[src/rtl/sar_search_ctrl.sv]
// Successive-approximation search controller: drives comparator A and bisects
// on the lt/gt/eq flags until the comparator's B value is located.
module sar_search_ctrl #(
   parameter int WIDTH  = 17,
   parameter int SETTLE = 1
) (
   input  logic                         clk,
   input  logic                         rst,
   input  logic                         start,
   output logic [WIDTH-1:0]             guess,
   input  logic                         cmp_lt,
   input  logic                         cmp_gt,
   input  logic                         cmp_eq,
   output logic                         busy,
   output logic                         done,
   output logic                         found,
   output logic                         err,
   output logic [WIDTH-1:0]             result,
   output logic [$clog2(WIDTH+2)-1:0]   probes
);

   localparam int CW = (SETTLE > 1) ? $clog2(SETTLE) : 1;

   typedef enum logic [1:0] {S_IDLE, S_SETTLE, S_EVAL, S_DONE} state_t;
   localparam state_t S_PROBE = (SETTLE == 0) ? S_EVAL : S_SETTLE;

   state_t           state;
   logic [WIDTH:0]   lo, hi, lo_nx, hi_nx;
   logic             empty_nx, flags_ok;
   logic [WIDTH-1:0] guess_nx;
   logic [CW-1:0]    cnt;

   // hi is two's complement in WIDTH+1 bits: bit WIDTH set means it went below 0.
   // lo never exceeds 2^WIDTH, so an unsigned compare is safe once hi >= 0.
   always_comb begin
      lo_nx = lo;
      hi_nx = hi;
      if (cmp_lt) lo_nx = {1'b0, guess} + 1'b1;
      else        hi_nx = {1'b0, guess} - 1'b1;
      empty_nx = hi_nx[WIDTH] || (lo_nx > hi_nx);
      guess_nx = WIDTH'(lo_nx + ((hi_nx - lo_nx) >> 1));
      flags_ok = $onehot({cmp_lt, cmp_gt, cmp_eq});
   end

   always_ff @(posedge clk) begin
      if (rst) begin
         state  <= S_IDLE;
         guess  <= '0;
         busy   <= 1'b0;
         done   <= 1'b0;
         found  <= 1'b0;
         err    <= 1'b0;
         result <= '0;
         probes <= '0;
         lo     <= '0;
         hi     <= {1'b0, {WIDTH{1'b1}}};
         cnt    <= '0;
      end else begin
         case (state)
            S_IDLE: begin
               if (start) begin
                  lo     <= '0;
                  hi     <= {1'b0, {WIDTH{1'b1}}};
                  guess  <= {1'b0, {(WIDTH-1){1'b1}}};
                  probes <= '0;
                  found  <= 1'b0;
                  err    <= 1'b0;
                  busy   <= 1'b1;
                  cnt    <= '0;
                  state  <= S_PROBE;
               end
            end
            S_SETTLE: begin
               if (cnt == CW'(SETTLE - 1)) state <= S_EVAL;
               else                        cnt   <= cnt + 1'b1;
            end
            S_EVAL: begin
               probes <= probes + 1'b1;
               if (!flags_ok) begin
                  err   <= 1'b1;
                  found <= 1'b0;
                  busy  <= 1'b0;
                  done  <= 1'b1;
                  state <= S_DONE;
               end else if (cmp_eq) begin
                  result <= guess;
                  found  <= 1'b1;
                  busy   <= 1'b0;
                  done   <= 1'b1;
                  state  <= S_DONE;
               end else begin
                  lo <= lo_nx;
                  hi <= hi_nx;
                  if (empty_nx) begin
                     found  <= 1'b0;
                     result <= '0;
                     busy   <= 1'b0;
                     done   <= 1'b1;
                     state  <= S_DONE;
                  end else begin
                     guess <= guess_nx;
                     cnt   <= '0;
                     state <= S_PROBE;
                  end
               end
            end
            S_DONE: begin
               done  <= 1'b0;
               state <= S_IDLE;
            end
            default: state <= S_IDLE;
         endcase
      end
   end

endmodule

[config.mk]
export PLATFORM = sky130hd
export DESIGN_NAME = sar_search_ctrl
export DESIGN_NICKNAME = d
export VERILOG_FILES = /design/src/rtl/sar_search_ctrl.sv
export SDC_FILE = /design/constraint.sdc
export NUM_CORES = 1
export LEC_CHECK = 0
export ABC_AREA = 1
export BUFFER_PORTS_ARGS = -buffer_cell sky130_fd_sc_hd__buf_2
export CAP_MARGIN = 20
export CORE_ASPECT_RATIO = 1.75
export CORE_MARGIN = 2
export CORE_UTILIZATION = 40
export CTS_CLUSTER_SIZE = 24
export DETAILED_ROUTE_END_ITERATION = 16
export PLACE_DENSITY_LB_ADDON = 0.12
export SYNTH_ARGS = -nofsm -noshare
export SYNTH_HDL_FRONTEND = slang
export SYNTH_SLANG_ARGS = --single-unit
[constraint.sdc]
create_clock -name clk -period 4.4 [get_ports clk]
set_input_delay 0.44 -clock clk [delete_from_list [all_inputs] [get_ports clk]]
set_output_delay 0.44 -clock clk [all_outputs]
set_load 0.1 [all_outputs]
# Word level (Yosys, flattened, before mapping)
# Cells that the tools add are included.
# classes
bitwise_logic	0
multipliers	0
reduce_logical	15
n_addsub	8
n_shift	0
div	0
magnitude_cmp	1
n_eq_ne	11
mux	45
# ops
operator	n
$mux 18	8
$mux 17	6
$pmux 18 s2	2
$pmux 17 s2	1
$add 17x1->18 const B	1
$gt 18x18->1	1
$sub 17x1->18 const B	1
$sub 18x18->18	1
$add 17x17->17	1
$mux 1	15
$ne 2x2->1 const B	6
$mux 2	5
$pmux 5 s2	1
$reduce_and 5->1	2
$reduce_and 3->1	3
$pmux 1 s2	4
$pmux 2 s4	1
$reduce_and 2->1	3
$reduce_bool 2->1	3
$add 5x1->5 const B	1
$mux 5	1
$eq 2x1->1 const B	2
$eq 2x2->1 const B	2
$ne 4x4->1 const B	1
8 further kinds	8
# totals
input_bits	6
latch_bits	0
ramBits	0
word_cells	91
reg_bits	82
rom_bits	0
output_inout_bits	43
n_memories	0

# Longest topological paths before layout
# Gate-level depths: netlist of run 1.
# logic_depth
ltp_word	8
ltp_mapped	29

# Worst setup path after synthesis of run 1
# Ideal clock, no wire load.
# synth_timing
kind	register -> register
startpoint	register guess[0]
endpoint	register guess[16]
path_slack_ps	-301
required_time_ps	4330
period_less_slack_ps	4701
stages_incl_launch_ff	27
arrival_ps	4631
cell_sequence	dfxtp_1 inv_2 ha_1 or2_2 o21ai_0 inv_1 fa_1 nand3b_1 nand2_1 a21o_1 nand2_1 nand2_2 nand2_2 nand4_4 xor2_1 ha_1 nand2_1 nor2_1 nand3_1 nand3_1 nand3_1 nand2_1 nand3_1 o21a_1 nand3_1 nand3_1 a21oi_1
# synth_via
elab_chain_cells	8
# synth_lines
item	line_no	source
start, declared	10	output logic [WIDTH-1:0] guess,
start signal, assigned	64	guess <= {1'b0, {(WIDTH-1){1'b1}}};
start signal, assigned	101	guess <= guess_nx;
$sub 17x1->18 / $add 17x1->18 (equally long branches)	39, 38	
$mux 18	38	if (cmp_lt) lo_nx = {1'b0, guess} + 1'b1;
$sub 18x18->18	41	guess_nx = WIDTH'(lo_nx + ((hi_nx - lo_nx) >> 1));
$add 17x17->17	41	
$mux 17	94	if (empty_nx) begin
$mux 17	85	end else if (cmp_eq) begin
$mux 17	79	if (!flags_ok) begin
$pmux 17 s2	59	case (state)
# Parallel ways exist; a longest one is shown, timed or not. The select of a mux whose other input is x is not followed.
# A chain may end at the register's enable or synchronous reset.

# Worst setup path after layout of run 1
# layout_timing
startpoint	register guess[1]
endpoint	register guess[12]
# Same word-level chain as after synthesis.

==> impl_summary.md, run 1 <==
Floorplanning
The site row count is 58. The floorplan step defined a core boundary enclosing 14200 sq um. Measured along the y axis, the die boundary spans 163 um.

The die covers 15400 sq um. The effective utilization at floorplan is 40.4%. The width of the die is 94.6 um. The count of boundary I/O pins is 49.

Timing
The ratio of final minimum period to clock period is 94.0%. The number of hold violations in the final report is 0. Setup repair after global routing could not meet its margin everywhere. For the pin with the worst max-slew slack, the measured transition is 0.959 ns. The total count of max-transition violations in the final report was 0. Setup violations remaining at the end of the flow were counted as 0. Derived from the worst setup path, the maximum achievable clock frequency is 0.242 GHz. Headroom to the max-slew limit came out at 36.0%.

The shortest period the worst path allows is 4.14 ns. The total negative slack for setup checks is 0 ns. The worst-case clock skew is 0.00987 ns. The smallest setup slack after layout is 0.264 ns.

CTS
The clock passes through at most 2 buffers. After clock tree synthesis, the clock-pin slew on the worst setup and hold paths is 0.07 ns. The count of clock tree sinks is 81. The maximum level of the CTS H-tree is 3.

In this run, CTS created clock tree buffers numbering 9. The clock tree from TritonCTS is done. The root buffer cell is sky130_fd_sc_hd__clkbuf_16. The clock latency on the worst-skew pair is 0.35 ns.

The count of hold-fix buffers inserted at cts is 0.

Placement
After legalization and detailed placement, the total HPWL measured 14100 um. The final weighted congestion in routability-driven placement is 0.931. Buffers placed on the I/O ports in this run total 48. After detailed placement, the design holds a cell count of 1110. The pre-CTS setup slack is 0.0887 ns.

In this run the cell area measured after placement is 6370 sq um.

Setup path
In this run the critical register-to-register path is captured at guess[12]. The logic depth of the worst register-to-register path is 24. The worst path required time is 4.62 ns. By startpoint and endpoint, the worst setup path is classified as flop to flop. The worst register-to-register path begins at guess[1]. The startpoint kind of the worst setup timing path is a flop. The kind of end point of the critical path is a flop.

The endpoint arrival time on the critical path is 4.36 ns. The maximum fanout along the worst path is 7. In this run the register-to-register setup slack is 0.26 ns.

Finish
The final standard cell count with taps included and fillers excluded is 1132. The proportion of layout cells with a drive suffix above 1 is 18.5%. From synthesis to final layout, the design area changed by 18.3%. After routing the design area is 6810 sq um. The total of fill cells in the finished design is 1547.

The number of diodes added for antenna fixing is 0. For this run, the share of the core covered by cells in the final layout is 47.9%. The post-layout net count is 991.

Worst hold path
The worst min-delay path category is flop to flop. The worst hold path cell count is 2. The beginning of the worst hold path is busy. For hold timing, the worst endpoint is busy.

Routing
The number of detailed-routing iterations run before antenna repair is 5. The detail route stage leaves a number of antenna-violating nets equal to 0. The mean routed wirelength per cell is 16.3 um. In the routed layout, each cell is associated on average with a via count of 5.27. For this block, the via count after detailed routing is 5965. The routed design has 18500 um of wire. For this block, the initial DRC count from the detailed router was 313. The DRC violations left is 0.

Yosys
In the synthesized netlist the dominant register cell turns out to be sky130_fd_sc_hd__dfxtp_1. The proportion of synthesized chip area in sequential cells is 28.2%. The share of synthesized flip-flops with an asynchronous set or reset is 0%. The proportion of synthesized area in mux cells is 0%.

The total number of yosys warnings is 0. The area fraction in compound gates after synthesis is 19.2%. The cell count after synthesis is 877. The summed instance area of the synthesized netlist is 5750 sq um. By area, the combinational part of the netlist is dominated by simple AND/OR/NAND/NOR gates.

The number of flip-flops and latches in the synthesized netlist is 81. Yosys mapped a number of flops with a built-in enable equal to 0. Counting distinct cell types in the post-synthesis netlist gives 45. The synthesized netlist devotes 8.66% of its cell area to adder and majority cells. Summing the areas of all xor and xnor instances in the mapped netlist gives 5.33% of the synthesized area. Averaged over all synthesized cells, the footprint is 6.56 sq um. When the netlist entered floorplanning its net count stood at 921.

The basic-gate share of the synthesized area counting and, or, nand and nor cells is 29.4%.

Global routing
The overflow left after global routing is 0. The number of global-route vias before repair is 5589. The met3 capacity usage during global routing is 2.78%. Entering global routing, the biggest net connects 49 pins. The initial antenna violation count is 0. The global-route wire length before repair is 28800 um. The highest-utilization routing layer at the global route stage is met2.

Global routing consumed, over all layers together, 24.4% of the routing resources. The met2 usage is 47.1%. The met1 usage in global routing is 25.5%.

Power
The maximum vdd drop is 0.000192 V. The areal power density over the cells is 440 nW/um^2. The reported leakage power is 3.06 nW.

Run status
The flow ran to the end, and the final reports show no timing, DRC or antenna violations.

Flow run
The count of max-cap constraint violations is 0.
sequential cells by signal, indices dropped and copies added, names as in the netlist, 2 cells and up:
register,count
result,17
lo,18
state,2
hi,18
guess,17
probes,5
how the worst max path moves through the flow:
| stage | cells after the start | startpoint | endpoint | slack, ns |
|---|---|---|---|---|
| floorplan | 25 | guess[5] | guess[16] | 0.03 |
| global route | 26 | guess[1] | guess[15] | -0.06 |
| finish | 24 | guess[1] | guess[12] | 0.26 |
| detailed placement | 26 | cmp_lt | guess[16] | 0.09 |
| CTS | 26 | guess[1] | guess[16] | 0.07 |
| global placement | 26 | guess[0] | guess[15] | 0.09 |
critical path, stage by stage (launching register included):
cell	delay [ns]
sky130_fd_sc_hd__dfxtp_4	0.39
sky130_fd_sc_hd__inv_1	0.06
sky130_fd_sc_hd__ha_1	0.28
sky130_fd_sc_hd__or2_2	0.29
sky130_fd_sc_hd__o21ai_0	0.11
sky130_fd_sc_hd__inv_1	0.12
sky130_fd_sc_hd__fa_2	0.39
sky130_fd_sc_hd__nand3b_1	0.17
sky130_fd_sc_hd__nand2_1	0.12
sky130_fd_sc_hd__a21o_1	0.12
sky130_fd_sc_hd__nand2_1	0.06
sky130_fd_sc_hd__nand2_2	0.10
sky130_fd_sc_hd__nand2_2	0.07
sky130_fd_sc_hd__nand4_4	0.10
sky130_fd_sc_hd__xor2_1	0.16
sky130_fd_sc_hd__ha_1	0.28
sky130_fd_sc_hd__a21oi_1	0.18
sky130_fd_sc_hd__o21a_1	0.15
sky130_fd_sc_hd__nand3_1	0.14
sky130_fd_sc_hd__nand3_1	0.10
sky130_fd_sc_hd__nand2_1	0.10
sky130_fd_sc_hd__xor2_1	0.16
sky130_fd_sc_hd__o21ai_0	0.16
sky130_fd_sc_hd__buf_4	0.16
sky130_fd_sc_hd__a21oi_1	0.05
Yosys cell counts, types with 3 or more instances:
cell                       number  area (sq um)
sky130_fd_sc_hd__o21a_1         4          30.0
sky130_fd_sc_hd__inv_1         86           323
sky130_fd_sc_hd__nand4_1        5          31.3
sky130_fd_sc_hd__nor2_4         3          33.8
sky130_fd_sc_hd__nand2_1      223           837
sky130_fd_sc_hd__o21ai_1       19          95.1
sky130_fd_sc_hd__or2_2          5          31.3
sky130_fd_sc_hd__nor3_1         9          45.0
sky130_fd_sc_hd__nor2_1        86           323
sky130_fd_sc_hd__ha_1          35           438
sky130_fd_sc_hd__a211oi_1       3          22.5
sky130_fd_sc_hd__nand3_1       46           230
sky130_fd_sc_hd__inv_2          3          11.3
sky130_fd_sc_hd__buf_6          5          56.3
sky130_fd_sc_hd__dfxtp_1       81          1620
sky130_fd_sc_hd__clkbuf_1      23          86.3
sky130_fd_sc_hd__xnor2_1       10          87.6
sky130_fd_sc_hd__nand3_2        5          50.1
sky130_fd_sc_hd__a21oi_1       77           385
sky130_fd_sc_hd__buf_2          6          30.0
sky130_fd_sc_hd__nand2_2        9          56.3
sky130_fd_sc_hd__o21ai_0       60           300
sky130_fd_sc_hd__a31oi_1        7          43.8
sky130_fd_sc_hd__xor2_1        25           219
sky130_fd_sc_hd__o22ai_1       14          87.6
sky130_fd_sc_hd__fa_1           3          60.1
layout make-up:
class | instances | area [sq um] | area share [%]
multi-input cells | 670 | 3710 | 54.5
flip-flops and latches | 81 | 1630 | 24.0
repair buffers | 96 | 626 | 9.19
inverters | 89 | 334 | 4.91
clock buffers | 9 | 225 | 3.31
well taps | 180 | 225 | 3.31
clock inverters | 7 | 52.6 | 0.772
layout by cell type (no fill, tap or decap), types with 25 or more instances in the layout:
| cell | n |
|---|---|
| sky130_fd_sc_hd__buf_4 | 46 |
| sky130_fd_sc_hd__buf_2 | 48 |
| sky130_fd_sc_hd__nor2_1 | 77 |
| sky130_fd_sc_hd__xor2_1 | 25 |
| sky130_fd_sc_hd__a21oi_1 | 72 |
| sky130_fd_sc_hd__nand3_1 | 44 |
| sky130_fd_sc_hd__nand2_1 | 221 |
| sky130_fd_sc_hd__o21ai_0 | 56 |
| sky130_fd_sc_hd__dfxtp_1 | 75 |
| sky130_fd_sc_hd__inv_1 | 86 |
| sky130_fd_sc_hd__ha_1 | 34 |
logic make-up (layout without fill, tap and decap cells):
logic type / after synthesis / count (layout)
compound gates: 200 / 200
xor+xnor: 35 / 35
fa+ha+maj: 38 / 38
buf+inv: 126 / 201
flops: 81 / 81
simple gates: 397 / 397
timing repair:
action,in CTS,in global routing
buffers inserted,0,6
gates resized for setup,0,38
setup endpoints to repair,0,10
stage by stage:
step                hold WS, ns  power [mW]
floorplan                 0.441        1.84
global placement          0.449        2.20
detailed placement        0.452        2.20
CTS                       0.462        2.93
global route              0.478        3.19
finish                    0.460        2.99
layer usage:
layer,vias to the layer above,wire (um),part of all wire (%)
met5,-,0,0
met4,0,790,4.3
met3,39,513,2.8
met2,116,10100,55
met1,2785,7040,38
li1,3025,-,-
report_power, final:
group | switching, mW | internal (mW) | leakage (nW)
Combinational | 0.912 | 0.509 | 2.26
Clock | 0.347 | 0.388 | 0.137
Sequential | 0.0608 | 0.776 | 0.663
Total | 1.32 | 1.67 | 3.06
(Power assumes the default switching activity.)
==> inputs of run 2 (changes only) <==
CORE_UTILIZATION = 50   (was 40)
==> impl_summary.md, run 2 (synthesis gave the netlist of run 1 again) <==
Timing
The total count of max-transition violations in the final report was 0 (unchanged). The final count of negative-setup-slack endpoints came to 0 (unchanged). The top achievable clock speed is 0.242 GHz (about the same). The shortest period the worst path allows came to 4.13 ns (was 4.14 ns).

The worst-margin pin slew is 0.862 ns (was 0.959 ns). The ratio of final minimum period to clock period is 93.8% (was 94.0%). The relative slew slack came to 42.5% (was 36.0%). The number of hold violations in the final report came to 0 (unchanged).

The worst-case clock skew is 0.00886 ns (was 0.00987 ns). The smallest setup slack after layout is 0.274 ns (was 0.264 ns).

Routing
The mean routed wirelength per cell came to 16.5 um (was 16.3 um). The number of detailed-routing iterations run before antenna repair came to 5 (unchanged). The detailed-route vias per instance is 5.62 (was 5.27).

The starting DRC count in detailed routing came to 260 (was 313). The post-route antenna net violation count is 0 (unchanged). The via count came to 6020 (was 5965).

The total length of routed wires is 17600 um (was 18500 um). The DRC violations left is 0 (unchanged).

Setup path
The cell type of the slowest stage on the worst timing path is sky130_fd_sc_hd__dfxtp_4 (unchanged). The kind of critical path is flop to flop (unchanged). The number of buffers and inverters on the critical path is 2 (was 3). The kind of end point of the critical path is a flop (unchanged). The setup slack of the most critical reg-to-reg path is 0.27 ns (was 0.26 ns). The cell family contributing the most delay on the critical path is simple AND/OR/NAND/NOR gates (unchanged).

The startpoint kind of the worst setup timing path is a flop (unchanged). The logic depth of the worst register-to-register path was 27 (was 24). The maximum fanout along the worst path is 8 (was 7).

The worst path required time is 4.63 ns (was 4.62 ns). The endpoint arrival time on the critical path is 4.36 ns (about the same). The endpoint of the worst-slack reg-to-reg timing path is guess[15] (was guess[12]). The beginning of the worst register-to-register path is guess[0] (was guess[1]).

The critical path's largest stage delay is 0.38 ns (was 0.39 ns). The critical path's most frequent cell is sky130_fd_sc_hd__nand2_1 (unchanged).

Placement
The detailed placer's ending HPWL was 13300 um (was 14100 um). The final weighted congestion in routability-driven placement is 0.943 (was 0.931). The pre-CTS setup slack is 0.0293 ns (was 0.0887 ns). The number of I/O port buffers is 48 (unchanged).

The number of placed instances, taps included is 1045 (was 1110).

Finish
The number of diodes added for antenna fixing was 0 (unchanged). The post-layout net count is 978 (was 991). The area added between synthesis and finish is 16.5% (was 18.3%).

The multi-input combinational cell area is 3740 sq um (was 3710 sq um). The total of fill cells in the finished design came to 1089 (was 1547). The fraction of the core area covered by cells at the end of the flow is 60.0% (was 47.9%). Top Registers: hi: 18 flops, lo: 18 flops (unchanged). Commonest cells after routing, fill and taps aside: 220 x sky130_fd_sc_hd__nand2_1, 85 x sky130_fd_sc_hd__inv_1, 79 x sky130_fd_sc_hd__nor2_1 (was 221 x sky130_fd_sc_hd__nand2_1, 86 x sky130_fd_sc_hd__inv_1, 77 x sky130_fd_sc_hd__nor2_1). The proportion of layout cells with a drive suffix above 1 is 17.8% (was 18.5%).

The commonest non-fill, non-tap cell in the layout is sky130_fd_sc_hd__nand2_1 (unchanged). The sequential cell area in the final layout is 1630 sq um (about the same). The final standard cell count with taps included and fillers excluded is 1071 (was 1132).

Global routing
The overflow left after global routing is 0 (unchanged). The global-route wire length before repair is 27600 um (was 28800 um). The global-route total usage across every layer came to 27.9% (was 24.4%). The maximum number of pins on one net before global-route repair was 49 (unchanged). The initial antenna violation count is 0 (unchanged).

The number of global-route vias before repair is 5683 (was 5589).

Floorplanning
The width of the die is 85.1 um (was 94.6 um). The site row count is 51 (was 58). The count of boundary I/O pins is 49 (unchanged). The core box area is 11200 sq um (was 14200 sq um).

The height of the die is 146 um (was 163 um). The effective utilization at floorplan came to 51.5% (was 40.4%). The die area was 12400 sq um (was 15400 sq um).

CTS
The clock latency on the worst-skew pair was 0.34 ns (was 0.35 ns). The maximum level of the CTS H-tree is 3 (unchanged). The clock transition time at the flip-flop clock pins of the worst setup and hold paths came to 0.06 ns (was 0.07 ns). The number of buffers created by CTS came to 9 (unchanged). The count of clock tree sinks is 81 (unchanged). The clock tree from TritonCTS was done (unchanged). The root buffer cell is sky130_fd_sc_hd__clkbuf_16 (unchanged). The buffer levels on the longest clock path is 2 (unchanged).

Power
The switching component of the power is 1.31 mW (was 1.32 mW). The relative contribution of the clock network to total power is 25.9% (was 24.5%). The relative contribution of combinational cells to total power is 46.6% (was 47.5%). The maximum vdd drop is 0.000354 V (was 0.000192 V).

The reported leakage power is 3.02 nW (was 3.06 nW). The share of total power consumed by net switching came to 43.3% (was 44.1%). The sequential share of power was 27.5% (was 28.0%). The internal power consumption is 1.72 mW (was 1.67 mW).

The areal power density over the cells is 452 nW/um^2 (was 440 nW/um^2).

Worst hold path
The endpoint of the worst hold-timing path is probes[4] (was busy). The beginning of the worst hold path is probes[4] (was busy). The worst hold path cell count was 1 (was 2). The worst min-delay path category is flop to flop (unchanged).

Flow run
The count of max-cap constraint violations is 0 (unchanged).

Run status
Status: finished clean (unchanged).
[run 2: cell count changes in the layout (fill, tap and decap cells not counted), moves of 3 or more]
| cell | delta |
|---|---|
| sky130_fd_sc_hd__o21ai_0 | -6 |
| sky130_fd_sc_hd__nor2_2 | -3 |
| sky130_fd_sc_hd__ha_1 | -4 |
| sky130_fd_sc_hd__o21ai_1 | +4 |
| sky130_fd_sc_hd__buf_4 | -13 |
[run 2: repair_timing]
item	CTS	global route
endpoints found under the hold margin	0	0
resized for setup	2	48
hold buffers	0	0
setup endpoints to repair	1	9
pin swaps	0	13
setup buffers	0	9
[run 2: through the flow]
stage | power, mW | setup TNS (ns) | instance area [sq um] | hold slack [ns]
floorplan | 1.84 | 0 | 5750 | 0.441
global placement | 2.15 | 0 | 6170 | 0.448
detailed placement | 2.16 | 0 | 6170 | 0.453
CTS | 2.95 | 0 | 6470 | 0.463
global route | 3.20 | -0.0126 | 6700 | 0.475
finish | 3.03 | 0 | 6700 | 0.464
[run 2: power groups by stage]
stage	combinational, mW	clock (mW)	sequential [mW]
2_1_floorplan	0.821	0	1.02
3_3_place_gp	1.30	0	0.846
3_5_place_dp	1.31	0	0.848
4_1_cts	1.32	0.794	0.831
5_1_grt	1.54	0.823	0.840
6_report	1.41	0.783	0.834
[run 2: metal layers]
metal | global-route usage, % | up-vias | routed length (um)
met1 | 30.3 | 2802 | 6820
met2 | 50.3 | 173 | 9200
met5 | 0 | - | 0
met3 | 4.14 | 54 | 744
met4 | 15.6 | 0 | 876
li1 | - | 2991 | -
[run 2: final cells by class]
| cell class | count | area share, % |
|---|---|---|
| multi-input combinational | 670 | 55.8 |
| sequential | 81 | 24.4 |
| timing repair buffer | 83 | 7.80 |
| inverter | 89 | 5.02 |
| clock buffer | 10 | 3.57 |
| tap | 132 | 2.46 |
| clock inverter | 6 | 0.989 |
[run 2: worst max-delay path by stage]
stage                     cells past startpoint      from         to  slack (ns)
after floorplan                              25  guess[5]  guess[16]        0.03
after global placement                       24  guess[1]  guess[13]        0.08
after detailed placement                     22  guess[1]  guess[11]        0.03
after CTS                                    24  guess[1]  guess[13]        0.04
after global routing                         29  guess[0]  guess[16]      -0.009
final                                        27  guess[0]  guess[15]        0.27
[run 2: worst reg2reg max path: cells and delay by family (launching register included)]
| kind | cells | cell delay [ns] |
|---|---|---|
| compound gates | 5 | 0.69 |
| xor+xnor | 1 | 0.18 |
| buf+inv | 2 | 0.20 |
| fa+ha+maj | 3 | 0.98 |
| flops | 1 | 0.38 |
| simple gates | 16 | 1.58 |
